==> src/rtl/pipe_hazard_ctrl_if.sv <==
// Decode-side hazard bus: ID tag and redirect towards the controller, PC/latch enables,
// forwarding selects and performance counters back to the pipeline.
interface pipe_hazard_ctrl_if #(
  parameter int unsigned STAGES = 3,
  parameter int unsigned REG_AW = 5,
  parameter int unsigned CNT_W  = 16
) ();

  localparam int unsigned FW = $clog2(STAGES);

  logic              id_valid;
  logic [REG_AW-1:0] id_rs;
  logic [REG_AW-1:0] id_rt;
  logic              id_use_rs;
  logic              id_use_rt;
  logic [REG_AW-1:0] id_dst;
  logic              id_regwrite;
  logic              id_load;
  logic              redirect;

  logic              pc_we;
  logic              ifid_we;
  logic              if_flush;
  logic              idex_bubble;
  logic [FW-1:0]     fwd_a;
  logic [FW-1:0]     fwd_b;
  logic [CNT_W-1:0]  stall_cnt;
  logic [CNT_W-1:0]  flush_cnt;

  modport master (
    output id_valid, id_rs, id_rt, id_use_rs, id_use_rt, id_dst, id_regwrite, id_load,
           redirect,
    input  pc_we, ifid_we, if_flush, idex_bubble, fwd_a, fwd_b, stall_cnt, flush_cnt
  );

  modport slave (
    input  id_valid, id_rs, id_rt, id_use_rs, id_use_rt, id_dst, id_regwrite, id_load,
           redirect,
    output pc_we, ifid_we, if_flush, idex_bubble, fwd_a, fwd_b, stall_cnt, flush_cnt
  );

endinterface

==> src/rtl/pipe_hazard_ctrl.sv <==
// Pipeline hazard controller: tracks per-stage register tags, detects load-use / RAW
// hazards, drives stall/flush controls, EX forwarding selects and stall/flush counters.
module pipe_hazard_ctrl #(
  parameter int unsigned STAGES     = 3,
  parameter int unsigned REG_AW     = 5,
  parameter int unsigned LOAD_STAGE = 3,
  parameter int unsigned BR_STAGE   = 2,
  parameter int unsigned FWD_EN     = 1,
  parameter int unsigned CNT_W      = 16
) (
  input logic               clk,
  input logic               rst_n,
  pipe_hazard_ctrl_if.slave bus
);

  localparam int unsigned FW = $clog2(STAGES);

  typedef struct packed {
    logic              valid;
    logic [REG_AW-1:0] rs;
    logic [REG_AW-1:0] rt;
    logic              useRs;
    logic              useRt;
    logic [REG_AW-1:0] dst;
    logic              regwrite;
    logic              load;
  } tagT;

  tagT              tagQ [1:STAGES];
  tagT              tagD [1:STAGES];
  tagT              idTag;
  logic             hazard;
  logic             stall;
  logic             pcWe;
  logic             ifidWe;
  logic             ifFlush;
  logic             bubble;
  logic [FW-1:0]    fwdA;
  logic [FW-1:0]    fwdB;
  logic [CNT_W-1:0] stallCnt;
  logic [CNT_W-1:0] flushCnt;

  // Register 0 is hardwired, so it never counts as a produced value.
  function automatic logic isWriter(input tagT t, input logic [REG_AW-1:0] r);
    return t.valid && t.regwrite && (t.dst == r) && (r != '0);
  endfunction

  // Forwarding mode only stalls on loads whose data is not yet latched; stall-only mode
  // waits for every writer except the last stage, which the register file bypasses.
  always_comb begin
    hazard = 1'b0;
    for (int s = 1; s <= int'(STAGES); s++) begin
      if ((FWD_EN != 0) ? (tagQ[s].load && (s < int'(LOAD_STAGE) - 1)) : (s < int'(STAGES))) begin
        if ((bus.id_use_rs && isWriter(tagQ[s], bus.id_rs)) ||
            (bus.id_use_rt && isWriter(tagQ[s], bus.id_rt))) begin
          hazard = 1'b1;
        end
      end
    end
    stall = bus.id_valid && hazard;
  end

  always_comb begin
    pcWe    = 1'b1;
    ifidWe  = 1'b1;
    ifFlush = 1'b0;
    bubble  = 1'b0;
    if (bus.redirect) begin
      ifFlush = 1'b1;
      bubble  = 1'b1;
    end else if (stall) begin
      pcWe   = 1'b0;
      ifidWe = 1'b0;
      bubble = 1'b1;
    end
  end

  // Scan oldest to youngest so the youngest matching producer wins.
  always_comb begin
    fwdA = '0;
    fwdB = '0;
    if ((FWD_EN != 0) && tagQ[1].valid) begin
      for (int k = int'(STAGES); k >= 2; k--) begin
        if (tagQ[1].useRs && isWriter(tagQ[k], tagQ[1].rs)) fwdA = FW'(k - 1);
        if (tagQ[1].useRt && isWriter(tagQ[k], tagQ[1].rt)) fwdB = FW'(k - 1);
      end
    end
  end

  always_comb begin
    idTag.valid    = bus.id_valid;
    idTag.rs       = bus.id_rs;
    idTag.rt       = bus.id_rt;
    idTag.useRs    = bus.id_use_rs;
    idTag.useRt    = bus.id_use_rt;
    idTag.dst      = bus.id_dst;
    idTag.regwrite = bus.id_regwrite;
    idTag.load     = bus.id_load;

    tagD[1] = (bubble || !bus.id_valid) ? tagT'('0) : idTag;
    for (int k = 2; k <= int'(STAGES); k++) begin
      tagD[k] = tagQ[k-1];
    end
    // Squash everything younger than the resolving branch; the branch moves on.
    if (bus.redirect) begin
      for (int k = 1; k <= int'(BR_STAGE); k++) begin
        tagD[k] = tagT'('0);
      end
    end
  end

  always_ff @(posedge clk or negedge rst_n) begin
    if (!rst_n) begin
      for (int k = 1; k <= int'(STAGES); k++) begin
        tagQ[k] <= tagT'('0);
      end
    end else begin
      for (int k = 1; k <= int'(STAGES); k++) begin
        tagQ[k] <= tagD[k];
      end
    end
  end

  always_ff @(posedge clk or negedge rst_n) begin
    if (!rst_n) begin
      stallCnt <= '0;
      flushCnt <= '0;
    end else begin
      if (stall && !bus.redirect && (stallCnt != '1)) stallCnt <= stallCnt + 1'b1;
      if (bus.redirect && (flushCnt != '1))           flushCnt <= flushCnt + 1'b1;
    end
  end

  assign bus.pc_we       = pcWe;
  assign bus.ifid_we     = ifidWe;
  assign bus.if_flush    = ifFlush;
  assign bus.idex_bubble = bubble;
  assign bus.fwd_a       = fwdA;
  assign bus.fwd_b       = fwdB;
  assign bus.stall_cnt   = stallCnt;
  assign bus.flush_cnt   = flushCnt;

endmodule

==> src/flat_wrapper.sv <==
// flat-port wrapper written by rule: the top's interface ports become plain ports
module pipe_hazard_ctrl_flat 
#(
  parameter int unsigned STAGES     = 3,
  parameter int unsigned REG_AW     = 5,
  parameter int unsigned LOAD_STAGE = 3,
  parameter int unsigned BR_STAGE   = 2,
  parameter int unsigned FWD_EN     = 1,
  parameter int unsigned CNT_W      = 16
)
  (clk, rst_n, bus_id_valid, bus_id_rs, bus_id_rt, bus_id_use_rs, bus_id_use_rt, bus_id_dst, bus_id_regwrite, bus_id_load, bus_redirect, bus_pc_we, bus_ifid_we, bus_if_flush, bus_idex_bubble, bus_fwd_a, bus_fwd_b, bus_stall_cnt, bus_flush_cnt);
  pipe_hazard_ctrl_if #(.STAGES(STAGES), .REG_AW(REG_AW), .CNT_W(CNT_W)) bus_i ();
  input logic clk;
  input logic rst_n;
  input wire logic [$bits(bus_i.id_valid)-1:0] bus_id_valid;
  input wire logic [$bits(bus_i.id_rs)-1:0] bus_id_rs;
  input wire logic [$bits(bus_i.id_rt)-1:0] bus_id_rt;
  input wire logic [$bits(bus_i.id_use_rs)-1:0] bus_id_use_rs;
  input wire logic [$bits(bus_i.id_use_rt)-1:0] bus_id_use_rt;
  input wire logic [$bits(bus_i.id_dst)-1:0] bus_id_dst;
  input wire logic [$bits(bus_i.id_regwrite)-1:0] bus_id_regwrite;
  input wire logic [$bits(bus_i.id_load)-1:0] bus_id_load;
  input wire logic [$bits(bus_i.redirect)-1:0] bus_redirect;
  output wire logic [$bits(bus_i.pc_we)-1:0] bus_pc_we;
  output wire logic [$bits(bus_i.ifid_we)-1:0] bus_ifid_we;
  output wire logic [$bits(bus_i.if_flush)-1:0] bus_if_flush;
  output wire logic [$bits(bus_i.idex_bubble)-1:0] bus_idex_bubble;
  output wire logic [$bits(bus_i.fwd_a)-1:0] bus_fwd_a;
  output wire logic [$bits(bus_i.fwd_b)-1:0] bus_fwd_b;
  output wire logic [$bits(bus_i.stall_cnt)-1:0] bus_stall_cnt;
  output wire logic [$bits(bus_i.flush_cnt)-1:0] bus_flush_cnt;
  assign bus_i.id_valid = bus_id_valid;
  assign bus_i.id_rs = bus_id_rs;
  assign bus_i.id_rt = bus_id_rt;
  assign bus_i.id_use_rs = bus_id_use_rs;
  assign bus_i.id_use_rt = bus_id_use_rt;
  assign bus_i.id_dst = bus_id_dst;
  assign bus_i.id_regwrite = bus_id_regwrite;
  assign bus_i.id_load = bus_id_load;
  assign bus_i.redirect = bus_redirect;
  assign bus_pc_we = bus_i.pc_we;
  assign bus_ifid_we = bus_i.ifid_we;
  assign bus_if_flush = bus_i.if_flush;
  assign bus_idex_bubble = bus_i.idex_bubble;
  assign bus_fwd_a = bus_i.fwd_a;
  assign bus_fwd_b = bus_i.fwd_b;
  assign bus_stall_cnt = bus_i.stall_cnt;
  assign bus_flush_cnt = bus_i.flush_cnt;
  pipe_hazard_ctrl #(.STAGES(STAGES), .REG_AW(REG_AW), .LOAD_STAGE(LOAD_STAGE), .BR_STAGE(BR_STAGE), .FWD_EN(FWD_EN), .CNT_W(CNT_W)) u_core (.clk(clk), .rst_n(rst_n), .bus(bus_i));
endmodule
==> config.mk <==
export PLATFORM = sky130hd
export DESIGN_NAME = pipe_hazard_ctrl_flat
export DESIGN_NICKNAME = d
export VERILOG_FILES = /design/src/rtl/pipe_hazard_ctrl_if.sv /design/src/rtl/pipe_hazard_ctrl.sv /design/src/flat_wrapper.sv
export SDC_FILE = /design/constraint.sdc
export NUM_CORES = 1
export LEC_CHECK = 0
export BUFFER_PORTS_ARGS = -buffer_cell sky130_fd_sc_hd__buf_4
export CAP_MARGIN = 20
export CELL_PAD_IN_SITES_DETAIL_PLACEMENT = 0
export CELL_PAD_IN_SITES_GLOBAL_PLACEMENT = 1
export CORE_ASPECT_RATIO = 0.75
export CORE_MARGIN = 1
export CORE_UTILIZATION = 43
export DETAILED_ROUTE_END_ITERATION = 12
export GPL_TIMING_DRIVEN = 0
export PLACE_DENSITY_LB_ADDON = 0.1
export SLEW_MARGIN = 15
export SYNTH_ARGS = -nofsm -noshare
export SYNTH_HDL_FRONTEND = slang
export SYNTH_SLANG_ARGS = --single-unit
==> constraint.sdc <==
create_clock -name clk -period 2.4 [get_ports clk]
set_clock_uncertainty 0.15 [all_clocks]
set_input_delay 0 -clock clk [delete_from_list [all_inputs] [get_ports clk]]
set_output_delay 0 -clock clk [all_outputs]
set_load 0.02 [all_outputs]
==> impl_metrics.toml <==
[outcome]
status = "complete, no violations"

[grt]
grt_overflow = 0
grt_start_max_net_pins = 67
grt_pass1_vias = 2083
antenna_found_initial = 0
grt_pass1_wl_mm = 10.4
grt_use_total = 0.187

[hold_path]
holdCritPathClass = "in2reg"
hp-start = "bus_id_valid"

[logic_synthesis]
ys_warn_count = 0
synth_top_area_cell = "dfrtp_1"
synth.avg_cell_area_sq_um = 11.5
syn_nets = 293
netlist.area_leader.share = 0.537
syn-instance-count = 268
ys_seq_area_frac = 0.537
netlist_top_cells_area = "dfrtp_1 (54%), xnor2_1 (10%), xor2_1 (5.7%)"
ys_ff_latch = 66
netlist_area_sq_mm = 0.00308
yosys.cell_types.count = 42

[job]
maxCapViolCount = 0

[timing]
hold_viol = 0
max_freq_mhz = 439
worst-slew-pin-transition_ns = 0.822
rsz0062_at_grt = "false"
finalWorstSetupSlack_ns = 0.120
holdWs_ns = 0.0779
period_share = 0.950
setup_viol = 0
fin_setup_tns_ns = 0
maxSlewViolCount = 0
max_slew_margin = 0.452
final.min_clock_period_ns = 2.28

[power_and_ir_drop]
leakage_uw = 0.00194
p_clk_frac = 0.353
p_comb_frac = 0.160
power_switching_uw = 696
pwr-share-seq = 0.487
power.density_mw_per_mm2 = 644
ir_drop_mv = 0.329
switching_share = 0.265
p_int_uw = 1930

[critical_path]
crit_path_frequent_cell = "nor4_1"
path_cells = "or4_1 > o21ai_0 > nor4_1 > nor4_1 > buf_4"
critPathBufInv = 1
critical_path_required_ns = 2.25
critPathKind = "reg2out"
end_kind = "primary output"
crit_start = "u_core.tagQ[50]"
rr_startpoint = "u_core.tagQ[59]"
crit_path_start_kind = "flip-flop"
cpLargestDelayFamily = "simple AND/OR/NAND/NOR gates"
cp_max_fo = 3
worst_path_max_delay_cell = "or4_1"
cpPeakStageDelay_ns = 0.52
cp.arrival_ns = 2.13

[drt]
vias = 2186
post_drt_wl_per_cell_um = 13.7
drtIter0Drc = 49
routed_via_density = 4.69
ant_nets = 0
wirelength_mm = 6.37
dr.pass1.iters = 4
drc = 0

[floorplan]
num_io_pins = 63
rows = 26
die_w_um = 99.7
die_h_um = 75.3
start_util = 0.448
coreArea_sq_mm = 0.00686
dieArea_sq_mm = 0.00750

[cts]
cts_tree = "yes"
cts_sinks = 66
cts_root_buffer = "clkbuf_8"
cts_inserted_buffers = 9
htreeDepth = 3
clk_path_buf_depth = 2
clk_latency_ns = 0.34
clk_pin_slew_ns = 0.07

[place]
placed_cell_area_sq_mm = 0.00367
portBuffers = 62
detailed_place_hpwl_mm = 4.57
globalplace.congestion = 0.756
dp_slack_ns = 0.319

[cells_and_area]
layout-drive-gt1-share = 0.255
utilization = 0.595
register_area_sq_mm = 0.00165
n_fill_cell = 621
fin_nets = 388
multi_input_comb_area_sq_mm = 0.00137
antenna_cells = 0
design_area_sq_mm = 0.00408
area_growth_pct = 32.7
## timing repair
| item | CTS | global route |
|---|---|---|
| endpoints found under the setup margin | 0 | 1 |
| gates resized for setup | 0 | 1 |
| buffers inserted | 0 | 0 |
| hold endpoints to repair | 91 | 0 |
| hold buffers | 22 | 0 |
## logic make-up after synthesis
group / after synthesis / synth area share
mux: 2 / 0.00853
fa+ha+maj: 2 / 0.00813
simple gates: 119 / 0.234
xor+xnor: 55 / 0.157
flops: 66 / 0.537
buf+inv: 10 / 0.0195
compound gates: 14 / 0.0370
## synth_stat cells
master / number
mux2_2: 1
nor3_1: 8
nand4_1: 11
nand2b_1: 1
nor2b_1: 9
a32oi_4: 1
and3_1: 4
a21o_1: 1
nor2_4: 1
nor2_2: 1
nor3_4: 1
and4_4: 1
mux2_4: 1
inv_1: 5
or4_1: 2
a21oi_1: 4
a21oi_2: 1
dfrtp_1: 66
nor4_1: 8
nor4_4: 1
a31oi_1: 1
nand3_2: 1
nor3b_1: 2
a21o_4: 1
nand2_1: 17
nand4b_1: 1
ha_1: 2
xnor2_1: 35
nand3_1: 11
buf_4: 2
and2_1: 21
nor4b_1: 1
clkbuf_1: 1
and4_1: 2
or4_4: 1
or2b_2: 1
nor3_2: 2
xor2_1: 20
o21ai_0: 4
nor2_1: 11
buf_6: 2
a211o_1: 1
## worst min-delay path: stages
cell    delay, ns
buf_4        0.12
or2b_2       0.20
nor2_4       0.07
buf_6        0.14
## power groups by stage
| stage | logic, uW | registers (uW) | clock network (uW) |
|---|---|---|---|
| finish | 422 | 1280 | 929 |
| global route | 465 | 1290 | 1020 |
| CTS | 428 | 1280 | 962 |
| detailed placement | 397 | 1300 | 0 |
| global placement | 396 | 1300 | 0 |
| floorplan | 157 | 1350 | 0 |
## per-layer routing
metal | wire length, um | global-route usage | vias to the layer above
met3 | 252 | 0.0678 | 5
li1 | - | - | 1100
met4 | 55 | 0.0539 | 0
met5 | 0 | 0 | -
met1 | 3180 | 0.262 | 1034
met2 | 2880 | 0.276 | 47
## final timing paths
kind | to | slack, ns | cells after the start
worst max-delay path | bus_fwd_b[1] | 0.12 | 5
max in group asynchronous | u_core.bus.stall_cnt[4] | 1.40 | 2
min in group asynchronous | u_core.bus.flush_cnt[14] | 0.15 | 2
worst max register to register | u_core.bus.stall_cnt[9] | 0.36 | 7
worst min register to register | u_core.tagQ[19] | 0.23 | 0
worst min-delay path | u_core.tagQ[59] | 0.08 | 4
## through the flow
stage / std cells / power [uW]
after floorplan: 268 / 1500
after global placement: 428 / 1690
after detailed placement: 428 / 1690
after CTS: 466 / 2670
after global routing: 466 / 2770
final: 466 / 2630
## cells in the final DEF (no fill, tap or decap), types with 11 or more instances in the layout
cell type and instances:
nand3_1 11, dlygate4sd3_1 22, buf_4 64, nor2_1 11, dfrtp_1 66, clkbuf_8 11
xnor2_1 35, xor2_1 20, and2_1 21, nand2_1 17, nand4_1 11
## sequential cells by signal, indices dropped and copies added, names as in the netlist
name	flops
u_core.bus.flush_cnt	16
u_core.bus.stall_cnt	16
u_core.tagD	7
u_core.tagQ	27
## final cells by class
class                   instances  area share
flip-flops and latches         66       0.404
multi-input cells             192       0.335
repair buffers                 84       0.168
clock buffers                  14      0.0398
well taps                      98      0.0300
plain buffers                   5      0.0101
clock inverters                 2     0.00858
inverters                       5     0.00460
(Power assumes the default switching activity.)
